File: src/rtl/seq_detect.sv
// Serial pattern detector (Moore FSM). State k counts pattern bits matched so far;
// state PAT_LEN is DETECT and drives out high for one cycle per hit.
module seq_detect #(
  parameter int unsigned            PAT_LEN = 4,
  parameter logic [PAT_LEN-1:0]     PATTERN = 4'b1011,
  parameter bit                     OVERLAP = 1'b1
) (
  input  logic clk,
  input  logic rst,
  input  logic Data_in,
  output logic out
);

  localparam int unsigned SW = $clog2(PAT_LEN + 1);

  localparam logic [SW-1:0] S_MATCH0 = '0;
  localparam logic [SW-1:0] S_DETECT = SW'(PAT_LEN);

  // Longest prefix of PATTERN that is a suffix of (first k pattern bits, then b);
  // a full match of the extended string yields k+1.
  function automatic int unsigned next_fn(input int unsigned k, input logic b);
    int unsigned best;
    int unsigned idx;
    logic        ok;
    logic        sbit;
    best = 0;
    for (int unsigned len = 1; len <= PAT_LEN; len++) begin
      if (len <= k + 1) begin
        ok = 1'b1;
        for (int unsigned j = 0; j < len; j++) begin
          idx = k + 1 - len + j;
          if (idx == k) sbit = b;
          else          sbit = PATTERN[PAT_LEN-1-idx];
          if (sbit != PATTERN[PAT_LEN-1-j]) ok = 1'b0;
        end
        if (ok) best = len;
      end
    end
    return best;
  endfunction

  logic [SW-1:0] nxt0 [0:PAT_LEN];
  logic [SW-1:0] nxt1 [0:PAT_LEN];

  for (genvar k = 0; k <= PAT_LEN; k++) begin : g_tbl
    if (k == PAT_LEN && !OVERLAP) begin : g_restart
      // Non-overlapping: only a fresh pattern MSB survives a hit.
      assign nxt0[k] = (PATTERN[PAT_LEN-1] == 1'b0) ? SW'(1) : S_MATCH0;
      assign nxt1[k] = (PATTERN[PAT_LEN-1] == 1'b1) ? SW'(1) : S_MATCH0;
    end else begin : g_kmp
      assign nxt0[k] = SW'(next_fn(k, 1'b0));
      assign nxt1[k] = SW'(next_fn(k, 1'b1));
    end
  end

  logic [SW-1:0] state_q;
  logic [SW-1:0] state_d;

  always_comb begin
    state_d = S_MATCH0;
    for (int unsigned k = 0; k <= PAT_LEN; k++) begin
      if (state_q == SW'(k)) state_d = Data_in ? nxt1[k] : nxt0[k];
    end
  end

  always_ff @(posedge clk) begin
    if (!rst) state_q <= S_MATCH0;
    else      state_q <= state_d;
  end

  assign out = (state_q == S_DETECT);

endmodule

File: config.mk
export PLATFORM = sky130hd
export DESIGN_NAME = seq_detect
export DESIGN_NICKNAME = d
export VERILOG_FILES = /design/src/rtl/seq_detect.sv
export SDC_FILE = /design/constraint.sdc
export NUM_CORES = 1
export LEC_CHECK = 0
export CAP_MARGIN = 20
export CORE_AREA = 2 2 39 41
export DETAILED_ROUTE_END_ITERATION = 16
export DIE_AREA = 0 0 41 43
export SYNTH_ARGS = -nofsm -noshare
export SYNTH_HDL_FRONTEND = slang
export SYNTH_SLANG_ARGS = --single-unit
File: constraint.sdc
create_clock -name clk -period 1 [get_ports clk]
set_clock_uncertainty 0.2 [all_clocks]
set_input_delay 0.15 -clock clk [delete_from_list [all_inputs] [get_ports clk]]
set_output_delay 0.15 -clock clk [all_outputs]
set_load 0.05 [all_outputs]
; ---- Yosys cells after proc, flatten, opt, wreduce, memory -nomap -nowiden
; Cells that the tools add are included.
[word_totals]
register_bits = 3
inputBits = 3
output_inout_bits = 1
elab_cells = 15
[classes]
eq_ne = 4
n_mux = 9
reduce_logical = 1
[ops]
columns = operator, n
row1 = $mux 3, 5
row2 = $eq 3x2->1 const B, 2
row3 = $mux 2, 2
row4 = $eq 3x1->1 const B, 1
row5 = $eq 3x3->1 const B, 1
row6 = $logic_not 3->1, 1
row7 = $mux 1, 2

; ---- Depth between registers and ports, before layout
[depth]
word_depth = 6
ltp_mapped = 2

; ---- Least setup slack after synthesis
; Ideal clock, no wire load.
[synth_timing]
kind = reg-to-output
start = register state_q[2]
end = output port out
t_arrival_ns = 1.539
required_time_ns = 0.650
slack_ns = -0.889
stages_incl_launch_ff = 2
n_path_buf = 0
path_cell_list = dfxtp_1 nor3b_1
[synth_between]
elab_chain_len = 1
[synth_rtl]
columns = item, line
row1 = "start, declared", 56  ; logic [SW-1:0] state_q;
row2 = "start signal, assigned", 68  ; else state_q <= state_d;
row3 = $eq 3x3->1, 71  ; assign out = (state_q == S_DETECT);
row4 = "end, declared", 11  ; output logic out
; No other way between the ends.

; ---- Worst setup path after layout
[layout_timing]
start = register state_q[1]
end = output port out
; Same word-level chain as after synthesis.

==> impl_metrics.ini <==
[status]
status = complete, but fails checks
violations = negative setup slack

[die]
die_area_um2 = 1760
fp.coreArea_um2 = 1380
core.rowCount = 14
initial_core_util_pct = 9.58
die_x_um = 41
ios = 4
die_h_um = 43

[global_route]
gr-usage-all-layers_pct = 5.12
antenna_found_initial = 0
grt_max_degree = 7
grt_pass1_vias = 131
grt_pass1_wl_um = 503
grt_remaining_overflow = 0

[layout]
drive_gt1_share_pct = 50.0
num-nets-final = 26
instances_no_fill = 38
post-route-util_pct = 18.4
diodes = 0
syn2layout_area_growth_pct = 92.5
largest_register = state_q
top_regs = state_q x3
largest_reg_flops = 3

[worst_setup_path]
start_kind = flop
crit_chain = nor3b_4 > buf_12
required_ps = 650
crit_type = reg2out
critPathArrivalTime_ps = 960
slowest_stage = dfxtp_4
r2r_start = state_q[1]
cpPeakStageDelay_ps = 340
crit_path_end_kind = primary output
startpoint = state_q[1]
cp_max_fo = 2

[min_path]
hold_class = in2reg
hold_start = rst

[detailed_routing]
ant_nets = 0
vias = 133
wl_um = 321
wire_per_inst_um = 8.45
firstDrtPassIters = 2
drc_errors = 0
viasPerCell = 3.50
drtIter0Drc = 1

[logic_synthesis]
synth_enable_flop_cells = 0
yosysMostFrequentCell = dfxtp_1
synth.cell_area_um2 = 133
yosys_register_bits = 3
netlist_instances = 13
syn_nets = 16
synth_cell_types = 9
async_flop_share_pct = 0
yosys.area.top_type = dfxtp_1
yosysTopAreaCellShare_pct = 45.3
netlist_top_cells_count = 3 x dfxtp_1, 2 x nor2_1, 2 x nor3b_1
seq_area_frac_synth_pct = 45.3
syn_area_per_cell_um2 = 10.2
synth_area_leaders = dfxtp_1 45%, nor3b_1 11%, maj3_1 7.5%, nor4bb_1 7.5%, o31a_2 7.5%
synth_ff_type = dfxtp_1
ys_warn_count = 0

[clocking]
clock_path_buffers = 2
numCtsBuffers = 3
clk_latency_ps = 230
h-tree-depth = 1
clkSlewWorstSetupHoldPaths_ps = 40
clock_sinks = 3
cts_tree = done
hold_buffers = 0
clockRootBuffer = clkbuf_4

[sta]
max_freq_ghz = 0.765
layout_setup_ws_ps = -307
fin_crit_sh_pct = 131
max_slew_margin_pct = 82.9
setup_viol = 3
finalHoldViolCount = 0
tightest_slew_ps = 253
setup_tns_ps = -710
rsz0062_at_grt = true
hold_ws_ps = 312
drv_slew = 0
period_minus_slack_ps = 1310

[power_and_ir_drop]
power.switching_uw = 74.1
seq_power_share_pct = 35.8
p_int_uw = 288
p_per_area_nw_per_um2 = 1420
irDropWorstVdd_mv = 0.210
combPwrFrac_pct = 6.6
p_leak_nw = 0.0883
swShare_pct = 20.5
pwr-share-clk_pct = 57.6

[placed_design]
portBuffers = 3
gp_congestion = 0.500
place_inst = 32

[run]
maxCapViolations = 0
[final timing paths]
| path | end | slack (ps) | depth (start not counted) |
|---|---|---|---|
| max | out | -310 | 2 |
| min | state_q[1] | 310 | 2 |
| max reg2reg | state_q[1] | -250 | 3 |
| min reg2reg | state_q[2] | 310 | 2 |
[layer usage]
layer / wire [µm] / up-vias / track usage [%]
li1: - / 67 / -
met1: 101 / 62 / 4.50
met2: 186 / 4 / 5.94
met3: 33 / 0 / 3.14
met4: 0 / 0 / 8.00
met5: 0 / - / 0
[layout by cell type, fill, tap and decap left out]
master,instances
dfxtp_4,1
clkdlybuf4s50_1,2
maj3_1,1
clkbuf_4,3
clkbuf_1,1
nand2_1,1
dfxtp_2,2
nand3b_1,1
nor3b_1,1
nor4b_1,1
buf_4,1
o31a_2,1
buf_12,1
nor3b_4,1
buf_6,1
nor2_1,2
nor4bb_1,1
[metrics by stage]
step / setup WS (ps) / power, mW / instance area, µm²
2_1_floorplan: -184 / 0.141 / 148
3_3_place_gp: -384 / 0.153 / 208
3_5_place_dp: -394 / 0.154 / 208
4_1_cts: -318 / 0.378 / 251
5_1_grt: -335 / 0.385 / 255
6_report: -307 / 0.362 / 255
[cell families after synthesis]
logic type / synth area share [%]
AOI/OAI and AO/OA: 7.55
adders and majority gates: 7.55
DFF: 45.3
and+or+nand+nor: 39.6
[power by group through the flow]
stage | registers [mW] | logic [mW] | clock network (mW)
2_1_floorplan | 0.133 | 0.00820 | 0
3_3_place_gp | 0.134 | 0.0191 | 0
3_5_place_dp | 0.134 | 0.0194 | 0
4_1_cts | 0.129 | 0.0233 | 0.225
5_1_grt | 0.130 | 0.0259 | 0.229
6_report | 0.130 | 0.0238 | 0.208
[repair_timing]
item / CTS / global route
setup endpoints to repair: 3 / 4
pin swaps: 1 / 1
setup buffers: 2 / 0
resized for setup: 1 / 1
[final cells by class]
cell class              instances  area (µm²)
fillers                       159        1130
repair buffers                  5        58.8
well taps                      16        20.0
flip-flops and latches          3        66.3
multi-input cells              10        83.8
clock buffers                   4        26.3
[critical path: cells and delay by family, from the launching register on]
kind / cells / cell delay [ps]
buf+inv: 1 / 160
flops: 1 / 340
simple gates: 1 / 220
Note: power is estimated with default switching activity, not from simulation.
